--- config.mk ---
export PLATFORM = sky130hd
export DESIGN_NAME = ext_pipe_flat
export DESIGN_NICKNAME = d
export VERILOG_FILES = /design/src/rtl/ext_pkg.sv /design/src/rtl/ext_pipe_if.sv /design/src/rtl/ext_fifo.sv /design/src/rtl/ext_pipe.sv /design/src/flat_wrapper.sv
export SDC_FILE = /design/constraint.sdc
export NUM_CORES = 1
export LEC_CHECK = 0
export CORE_ASPECT_RATIO = 1.1
export CORE_MARGIN = 4
export CORE_UTILIZATION = 58
export CTS_BUF_LIST = sky130_fd_sc_hd__clkbuf_8
export CTS_CLUSTER_DIAMETER = 30
export DETAILED_ROUTE_END_ITERATION = 6
export PLACE_DENSITY = 0.86
export SLEW_MARGIN = 20
export SYNTH_ARGS = -nofsm -noshare
export SYNTH_HDL_FRONTEND = slang
export SYNTH_SLANG_ARGS = --single-unit
--- constraint.sdc ---
create_clock -name cpu_clk -period 4.2 [get_ports cpu_clk]
set_input_delay 1.26 -clock cpu_clk [delete_from_list [all_inputs] [get_ports cpu_clk]]
set_output_delay 1.26 -clock cpu_clk [all_outputs]
set_load 0.01 [all_outputs]
--- src/rtl/ext_pkg.sv ---
// Shared definitions for the buffered immediate extender.
// Holds the extension op codes, the op field width and ext_calc().
// ext_calc() is the single source of truth for immediate generation.
// The pipe, decode-side checks and reference models all use it.
package ext_pkg;

  localparam int unsigned OP_W      = 3;
  localparam int unsigned EXT_DIN_W = 26;
  localparam int unsigned MAX_XLEN  = 64;

  localparam logic [OP_W-1:0] EXT_20   = 3'd0;
  localparam logic [OP_W-1:0] EXT_12   = 3'd1;
  localparam logic [OP_W-1:0] EXT_5    = 3'd2;
  localparam logic [OP_W-1:0] EXT_12U  = 3'd3;
  localparam logic [OP_W-1:0] EXT_16S2 = 3'd4;
  localparam logic [OP_W-1:0] EXT_26S2 = 3'd5;
  localparam logic [OP_W-1:0] EXT_14S2 = 3'd6;
  localparam logic [OP_W-1:0] EXT_RAW  = 3'd7;

  // The result is always extended to MAX_XLEN. A narrower consumer truncates it,
  // and the truncated value is still correctly sign- or zero-extended.
  function automatic logic [MAX_XLEN-1:0] ext_calc(input logic [EXT_DIN_W-1:0] din,
                                                   input logic [OP_W-1:0]      op);
    logic [MAX_XLEN-1:0] res;
    case (op)
      EXT_20:   res = {{32{din[24]}}, din[24:5], 12'h000};
      EXT_12:   res = {{52{din[21]}}, din[21:10]};
      EXT_5:    res = {59'd0, din[14:10]};
      EXT_12U:  res = {52'd0, din[21:10]};
      EXT_16S2: res = {{46{din[25]}}, din[25:10], 2'b00};
      EXT_26S2: res = {{36{din[9]}}, din[9:0], din[25:10], 2'b00};
      EXT_14S2: res = {{48{din[23]}}, din[23:10], 2'b00};
      default:  res = {38'd0, din};  // EXT_RAW
    endcase
    return res;
  endfunction

endpackage

--- src/rtl/ext_pipe_if.sv ---
// Handshake bundle for ext_pipe. It carries flush, the request channel,
// the result channel and the occupancy count.
// master: the request producer / result consumer side.
// slave:  the ext_pipe side.
interface ext_pipe_if #(
  parameter int unsigned XLEN  = 32,
  parameter int unsigned DIN_W = 26,
  parameter int unsigned TAG_W = 8,
  parameter int unsigned DEPTH = 2
);
  import ext_pkg::*;

  localparam int unsigned CntW = $clog2(DEPTH) + 1;

  logic              flush;
  logic              in_valid;
  logic              in_ready;
  logic [DIN_W-1:0]  in_din;
  logic [OP_W-1:0]   in_op;
  logic [TAG_W-1:0]  in_tag;
  logic              out_valid;
  logic              out_ready;
  logic [XLEN-1:0]   out_ext;
  logic [TAG_W-1:0]  out_tag;
  logic [CntW-1:0]   count;

  modport master (
    output flush, in_valid, in_din, in_op, in_tag, out_ready,
    input  in_ready, out_valid, out_ext, out_tag, count
  );

  modport slave (
    input  flush, in_valid, in_din, in_op, in_tag, out_ready,
    output in_ready, out_valid, out_ext, out_tag, count
  );

endinterface

--- src/rtl/ext_fifo.sv ---
// Generic in-order FIFO of Depth entries, each Width bits wide.
// Ports:
//   clk_i, rst_ni          clock and asynchronous active-low reset
//   flush_i                synchronous clear; it discards a push or pop in the same cycle
//   push_i, wdata_i        write request and its data (ignored when full)
//   pop_i                  read request (ignored when empty)
//   rdata_o                head entry
//   full_o, empty_o        occupancy flags, derived only from registered state
//   count_o                occupancy
module ext_fifo #(
  parameter int unsigned Width = 40,
  parameter int unsigned Depth = 2
) (
  input  logic                     clk_i,
  input  logic                     rst_ni,
  input  logic                     flush_i,
  input  logic                     push_i,
  input  logic [Width-1:0]         wdata_i,
  input  logic                     pop_i,
  output logic [Width-1:0]         rdata_o,
  output logic                     full_o,
  output logic                     empty_o,
  output logic [$clog2(Depth):0]   count_o
);

  localparam int unsigned PtrW = $clog2(Depth);
  localparam int unsigned CntW = PtrW + 1;
  localparam logic [CntW-1:0] FullCnt = CntW'(Depth);

  logic [Width-1:0] mem_q [Depth];
  logic [PtrW-1:0]  wr_ptr_q, wr_ptr_d;
  logic [PtrW-1:0]  rd_ptr_q, rd_ptr_d;
  logic [CntW-1:0]  count_q, count_d;
  logic             push, pop;

  assign full_o  = (count_q == FullCnt);
  assign empty_o = (count_q == '0);
  assign push    = push_i & ~full_o;
  assign pop     = pop_i & ~empty_o;
  assign rdata_o = mem_q[rd_ptr_q];
  assign count_o = count_q;

  // Depth is a power of two, so the natural pointer overflow wraps modulo Depth.
  always_comb begin
    wr_ptr_d = wr_ptr_q;
    rd_ptr_d = rd_ptr_q;
    count_d  = count_q;
    if (flush_i) begin
      wr_ptr_d = '0;
      rd_ptr_d = '0;
      count_d  = '0;
    end else begin
      if (push) wr_ptr_d = wr_ptr_q + 1'b1;
      if (pop)  rd_ptr_d = rd_ptr_q + 1'b1;
      case ({push, pop})
        2'b10:   count_d = count_q + 1'b1;
        2'b01:   count_d = count_q - 1'b1;
        default: count_d = count_q;
      endcase
    end
  end

  always_ff @(posedge clk_i or negedge rst_ni) begin
    if (!rst_ni) begin
      wr_ptr_q <= '0;
      rd_ptr_q <= '0;
      count_q  <= '0;
      for (int i = 0; i < int'(Depth); i++) mem_q[i] <= '0;
    end else begin
      wr_ptr_q <= wr_ptr_d;
      rd_ptr_q <= rd_ptr_d;
      count_q  <= count_d;
      if (push && !flush_i) mem_q[wr_ptr_q] <= wdata_i;
    end
  end

endmodule

--- src/rtl/ext_pipe.sv ---
// Buffered immediate extender that sits between decode and issue.
// Each accepted request is extended by ext_calc() at the write side.
// The result and its tag are stored in an in-order FIFO. The output channel
// is driven only from FIFO storage, so no path runs from in_* to out_*.
// Ports:
//   cpu_clk, cpu_rstn  clock and asynchronous active-low reset
//   bus (slave)        flush, in_valid/in_ready/in_din/in_op/in_tag,
//                      out_valid/out_ready/out_ext/out_tag, count
module ext_pipe
  import ext_pkg::*;
#(
  parameter int unsigned XLEN  = 32,
  parameter int unsigned DIN_W = 26,
  parameter int unsigned DEPTH = 2,
  parameter int unsigned TAG_W = 8
) (
  input  logic        cpu_clk,
  input  logic        cpu_rstn,
  ext_pipe_if.slave   bus
);

  localparam int unsigned EntW = XLEN + TAG_W;

  logic [DIN_W-1:0] din;
  logic [EntW-1:0]  wdata;
  logic [EntW-1:0]  rdata;
  logic             full, empty;
  logic             fire_in, fire_out;

  assign din = bus.in_din;

  // Only the extended value is stored. The raw field and the op are not kept.
  assign wdata = {XLEN'(ext_calc(din, bus.in_op)), bus.in_tag};

  // in_ready comes from registered occupancy only. A full FIFO refuses input
  // even when a pop happens in the same cycle.
  assign bus.in_ready  = ~full;
  assign bus.out_valid = ~empty;
  assign fire_in       = bus.in_valid & ~full;
  assign fire_out      = ~empty & bus.out_ready;

  assign bus.out_ext = rdata[EntW-1:TAG_W];
  assign bus.out_tag = rdata[TAG_W-1:0];

  ext_fifo #(
    .Width (EntW),
    .Depth (DEPTH)
  ) u_fifo (
    .clk_i   (cpu_clk),
    .rst_ni  (cpu_rstn),
    .flush_i (bus.flush),
    .push_i  (fire_in),
    .wdata_i (wdata),
    .pop_i   (fire_out),
    .rdata_o (rdata),
    .full_o  (full),
    .empty_o (empty),
    .count_o (bus.count)
  );

endmodule

--- src/flat_wrapper.sv ---
// flat-port wrapper written by rule: the top's interface ports become plain ports
module ext_pipe_flat import ext_pkg::*;
#(
  parameter int unsigned XLEN  = 32,
  parameter int unsigned DIN_W = 26,
  parameter int unsigned DEPTH = 2,
  parameter int unsigned TAG_W = 8
)
  (cpu_clk, cpu_rstn, bus_flush, bus_in_valid, bus_in_din, bus_in_op, bus_in_tag, bus_out_ready, bus_in_ready, bus_out_valid, bus_out_ext, bus_out_tag, bus_count);
  ext_pipe_if #(.XLEN(XLEN), .DIN_W(DIN_W), .TAG_W(TAG_W), .DEPTH(DEPTH)) bus_i ();
  input  logic cpu_clk;
  input  logic cpu_rstn;
  input wire logic [$bits(bus_i.flush)-1:0] bus_flush;
  input wire logic [$bits(bus_i.in_valid)-1:0] bus_in_valid;
  input wire logic [$bits(bus_i.in_din)-1:0] bus_in_din;
  input wire logic [$bits(bus_i.in_op)-1:0] bus_in_op;
  input wire logic [$bits(bus_i.in_tag)-1:0] bus_in_tag;
  input wire logic [$bits(bus_i.out_ready)-1:0] bus_out_ready;
  output wire logic [$bits(bus_i.in_ready)-1:0] bus_in_ready;
  output wire logic [$bits(bus_i.out_valid)-1:0] bus_out_valid;
  output wire logic [$bits(bus_i.out_ext)-1:0] bus_out_ext;
  output wire logic [$bits(bus_i.out_tag)-1:0] bus_out_tag;
  output wire logic [$bits(bus_i.count)-1:0] bus_count;
  assign bus_i.flush = bus_flush;
  assign bus_i.in_valid = bus_in_valid;
  assign bus_i.in_din = bus_in_din;
  assign bus_i.in_op = bus_in_op;
  assign bus_i.in_tag = bus_in_tag;
  assign bus_i.out_ready = bus_out_ready;
  assign bus_in_ready = bus_i.in_ready;
  assign bus_out_valid = bus_i.out_valid;
  assign bus_out_ext = bus_i.out_ext;
  assign bus_out_tag = bus_i.out_tag;
  assign bus_count = bus_i.count;
  ext_pipe #(.XLEN(XLEN), .DIN_W(DIN_W), .DEPTH(DEPTH), .TAG_W(TAG_W)) u_core (.cpu_clk(cpu_clk), .cpu_rstn(cpu_rstn), .bus(bus_i));
endmodule
**Word level (Yosys, flattened, before mapping)**

Cells that the tools add are included.

- Register bits: 84
- Latch bits: 0
- Memory bits (writable): 0
- Bits in read-only memories: 0
- Output and inout bits: 44
- Logic and storage cells: 50
- Memories kept: 0

- Add/sub/neg operators: 4
- Multipliers: 0
- Divide/modulo/power cells: 0
- $lt $le $gt $ge: 3
- Eq/ne operators: 9
- Shift-type cells: 0
- Muxes and demuxes: 13
- Bitwise logic cells: 8
- Reductions and logical operators: 8

Operators with widths:

| cell | count |
|---|---|
| $pmux 32 s7 | 1 |
| $mux 40 | 4 |
| $bwmux 80 | 1 |
| $demux 40 s1 | 1 |
| $eq 3x3->1 const B | 3 |
| $eq 3x2->1 const B | 2 |
| $and 1x1->1 | 4 |
| $eq 2x2->1 const B | 2 |
| $ge 2x2->1 const B | 2 |
| $mux 1 | 4 |
| $not 1->2 | 2 |
| $pmux 2 s2 | 1 |
| $reduce_bool 2->1 | 2 |
| $eq 3x1->1 const B | 1 |
| $logic_not 3->1 | 1 |
| $reduce_bool 3->1 | 1 |
| $add 1x1->1 const B | 2 |
| $add 2x1->2 const B | 1 |
| $eq 2x1->1 const B | 1 |
| $logic_and 1x1->1 | 2 |
| $logic_not 2->1 | 1 |
| $lt 2x1->1 const B | 1 |
| $mux 2 | 1 |
| $not 1->1 | 2 |
| 2 further kinds | 2 |

**Longest topological paths before layout**

- Word-level depth: 7
- Depth in mapped cells: 8
- Depth with buffers taken out: 5

**Cells and area by module**

A second synthesis with hierarchy kept.

- Cell total of the unflattened synthesis: 371
- Area, all modules: 4,709.5 um^2

Modules (own cells, without submodules):

| module | times used | cells an instance | area an instance (um^2) | sequential area each (um^2) |
|---|---|---|---|---|
| ext_fifo | 1 | 238 | 3,809.9 | 2,102.0 |
| ext_pipe | 1 | 133 | 899.6 | 0.0 |

**Worst setup path after synthesis**

Ideal clock, no wire load.

- Path type: input to register
- Start: input port bus_in_op[1]
- End: register u_core.u_fifo.mem_q[66] (netlist name)
- Arrival: 2,458 ps
- Required time: 4,075 ps
- Slack: 1,617 ps
- Stages on the path: 6
- Buffers on the path: 2
- Path through: buf_6 and3_4 buf_6 nor4_4 a21oi_1 mux2_2

- Word-level cells in the longest chain between the ends: 3
- Elaborated cells on any way between the ends: 9
- Those cells by class: 6 x eq/ne; 2 x mux; 1 x reduce/logical

Ends and longest elaborated chain:

| item | RTL line | RTL |
|---|---|---|
| from (decl) | flat_wrapper.sv:16 | `input wire logic [$bits(bus_i.in_op)-1:0] bus_in_op;` |
| $eq 3x3->1 (tied with other cells) | ext_pkg.sv:25 | `case (op)` |
| $pmux 32 s7 * | ext_pkg.sv:25 |  |
| $bwmux 80 * | ext_fifo.sv:73 | `if (push && !flush_i) mem_q[wr_ptr_q] <= wdata_i;` |
| to (signal, indexed assignment) | ext_fifo.sv:73 |  |
| to (decl) | ext_fifo.sv:30 | `logic [Width-1:0] mem_q [Depth];` |

Mark *: on every way between the ends. The rest lies on a longest branch, timed or not.
A chain may end at the register's enable or synchronous reset.

**Worst setup path in the final report**

- Start: register u_core.u_fifo.rd_ptr_q
- End: output port bus_out_ext[14]

- Word-level cells in the longest chain between the ends: 4

Ends and longest elaborated chain:

| item | RTL line | RTL |
|---|---|---|
| from (decl) | ext_fifo.sv:32 | `logic [PtrW-1:0] rd_ptr_q, rd_ptr_d;` |
| from (signal assigned) | ext_fifo.sv:71 | `rd_ptr_q <= rd_ptr_d;` |
| $not 1->2 (implied by the code) | ext_fifo.sv:40 | `assign rdata_o = mem_q[rd_ptr_q];` |
| $mux 40 (implied by the code) (3 in a row) | ext_fifo.sv:40 |  |
| to (decl) | flat_wrapper.sv:21 | `output wire logic [$bits(bus_i.out_ext)-1:0] bus_out_ext;` |

Every way passes these cells. The select of a mux whose other input is x is not followed.

==> flow_summary.json <==
{
  "outcome": "complete, no violations",
  "clock_skew_ns": 0.008704,
  "synth_top_area_share_pct": 47.73,
  "min_period_ns": 3.177,
  "post-cts-setup-buffer-count": 0,
  "power_density_nw_per_um2": 463.2,
  "p_leak_nw": 2.297,
  "rsz0062_at_grt": "no",
  "nets": 554,
  "synth_top_family_by_area": "multiplexers",
  "yosys_warnings": 0,
  "hold_class": "reg -> reg",
  "ant_nets": 0,
  "synthSimpleGateAreaFrac_pct": 14.91,
  "gp_congestion": 0.9553,
  "max_clock_freq_mhz": 314.8,
  "first_pass_iters": 5,
  "cts_tree": "built",
  "viasPerCell": 6.020,
  "synthArstFlopShare_pct": 100.0,
  "layout_common_cells": "clkdlybuf4s50_1, dfrtp_1, mux2_2, nand2_1, nor2_1",
  "drc": 0,
  "via_count": 3636,
  "dp_slack_ns": 0.7194,
  "max_stage_delay_ns": 0.48,
  "yosysTopAreaCell": "dfrtp_1",
  "grt-ovfl-total": 0,
  "clkLatencyLatePin_ns": 0.35,
  "grt_usage_pct": 25.95,
  "grt_pass1_vias": 3801,
  "syn2layout_area_growth_pct": 25.11,
  "instances_no_fill": 604,
  "synthMuxAreaShare_pct": 18.12,
  "io_pins": 86,
  "cp-end-kind": "primary output",
  "max_slew_margin_pct": 50.40,
  "cts_root_buf": "clkbuf_8",
  "synthXorXnorAreaFrac_pct": 0.3977,
  "h-tree-depth": 3,
  "chipHeight_um": 99.40,
  "synthAdderAreaFrac_pct": 0,
  "fp.dieArea_um2": 9053,
  "ys_ff_latch": 84,
  "cp.arrival_ns": 1.92,
  "layout_setup_ws_ns": 1.023,
  "setup_tns_ns": 0,
  "wl_per_cell_um": 18.56,
  "cts.path.max_buffers": 2,
  "ctsResizeCount": 0,
  "fin_util_pct": 74.14,
  "cts-buffers-inserted": 9,
  "hold_ws_ns": 0.4795,
  "rows": 33,
  "die_w_um": 91.09,
  "placed_cells": 588,
  "synth_area_um2": 4404,
  "ir_drop_v": 0.0002624,
  "syn_nets": 480,
  "cp_cell_sequence": "buf_4 > mux2_2 > clkdlybuf4s50_1",
  "crit_slowest_cell": "clkdlybuf4s50_1",
  "io_buffers": 85,
  "diodes": 0,
  "grt_max_degree": 85,
  "path_class": "reg -> out",
  "avgSynthCellArea_um2": 10.06,
  "synth_area_leaders": "dfrtp_1, mux2_2, a21oi_1",
  "ctsHoldBuffers": 0,
  "worstPathRequired_ns": 2.94,
  "synth-compound-area-share_pct": 14.52,
  "initial_core_util_pct": 59.26,
  "worst_pin_slew_ns": 0.7440,
  "synth_cell_types": 42,
  "fin_crit_sh_pct": 75.63,
  "slew_viol_final": 0,
  "cap_violations": 0,
  "path_max_fanout": 24,
  "postSynthCellCount": 438,
  "hold_viol_final": 0,
  "antenna_found_initial": 0,
  "grt_pass1_wl_um": 18800,
  "setup_viol": 0,
  "cts_sinks": 84,
  "core_area_um2": 7432,
  "dp_hpwl_um": 8072,
  "ys_seq_area_share_pct": 47.73,
  "dr.first_iter.drc_count": 166,
  "synth_flop_cell": "dfrtp_1",
  "wl_um": 11210,
  "drive_gt1_share_pct": 20.31,
  "synth_edf_count": 0,
  "worstSetupStartpointType": "flip-flop",
  "clk_pin_slew_ns": 0.09
}
## cells in the mapped netlist (2+ instances only)
cell,count
a21oi_1,40
a22oi_1,4
a311oi_1,3
a31oi_1,20
a32o_1,6
a32oi_1,2
and2_1,2
and3_1,4
buf_2,14
buf_6,2
clkbuf_1,16
dfrtp_1,84
inv_1,6
mux2_2,69
nand2_1,53
nand2b_1,5
nand3_1,2
nor2_1,44
nor2b_1,3
nor4b_1,9
o21ai_0,25
o22ai_1,4
xor2_1,2
## per-stage QoR
step                      instance area, um2  total power, mW
after global routing                    5510            2.701
final                                   5510            2.552
after global placement                  5296            1.919
after detailed placement                5296            1.964
after floorplan                         4404            1.571
after CTS                               5507            2.569
## path summary, 6_finish.rpt
kind,cells past startpoint,to,from,slack (ns)
worst max-delay path,3,bus_out_ext[14],u_core.u_fifo.rd_ptr_q,1.02
worst min-delay path,2,u_core.u_fifo.mem_q[10],u_core.u_fifo.mem_q[10],0.48
worst max register to register,4,u_core.u_fifo.mem_q[66],u_core.u_fifo.count_o[1],2.26
worst min register to register,2,u_core.u_fifo.mem_q[10],u_core.u_fifo.mem_q[10],0.48
max in group asynchronous,1,u_core.u_fifo.mem_q[50],cpu_rstn,2.74
min in group asynchronous,1,u_core.u_fifo.mem_q[40],cpu_rstn,0.94
## power by group
part	total (mW)	switching, mW	internal [mW]	leakage [nW]
sequential	1.13	0.110	1.02	1.03
clock	0.605	0.308	0.298	0.108
combinational	0.815	0.354	0.462	1.16
total	2.55	0.772	1.78	2.30
## critical path: cells and delay by family (launching register included)
family	cells	cell delay [ns]
buffers and inverters	2	0.81
muxes	1	0.39
DFF	1	0.36
## registers in the layout (all words and copies together) (netlist names)
signal                  cells
u_core.u_fifo.rd_ptr_q      1
u_core.u_fifo.count_o       2
u_core.u_fifo.wr_ptr_q      1
u_core.u_fifo.mem_q        80
## routing by layer
metal / vias to the layer above / routed length (um) / GRT usage, %
met5: - / 0 / 0
met4: 0 / 246 / 8.701
met3: 22 / 682 / 6.354
met2: 130 / 5677 / 45.02
met1: 1763 / 4607 / 31.88
li1: 1721 / - / -
## cell families (layout without fill, tap and decap cells)
kind of cell,Yosys count,count (layout)
simple gates,133,133
compound gates,107,107
flops,84,84
mux,71,71
buf+inv,41,120
xor+xnor,2,2
## cell type report
type                    instances  area, um2
flip-flops and latches         84       2102
clock buffers                  10      137.6
well taps                      87      108.9
fillers                       544       1922
repair buffers                 97      942.2
clock inverters                 6      72.57
multi-input cells             313       2121
inverters                       7      26.28
Power figures use the tool's default switching activity.
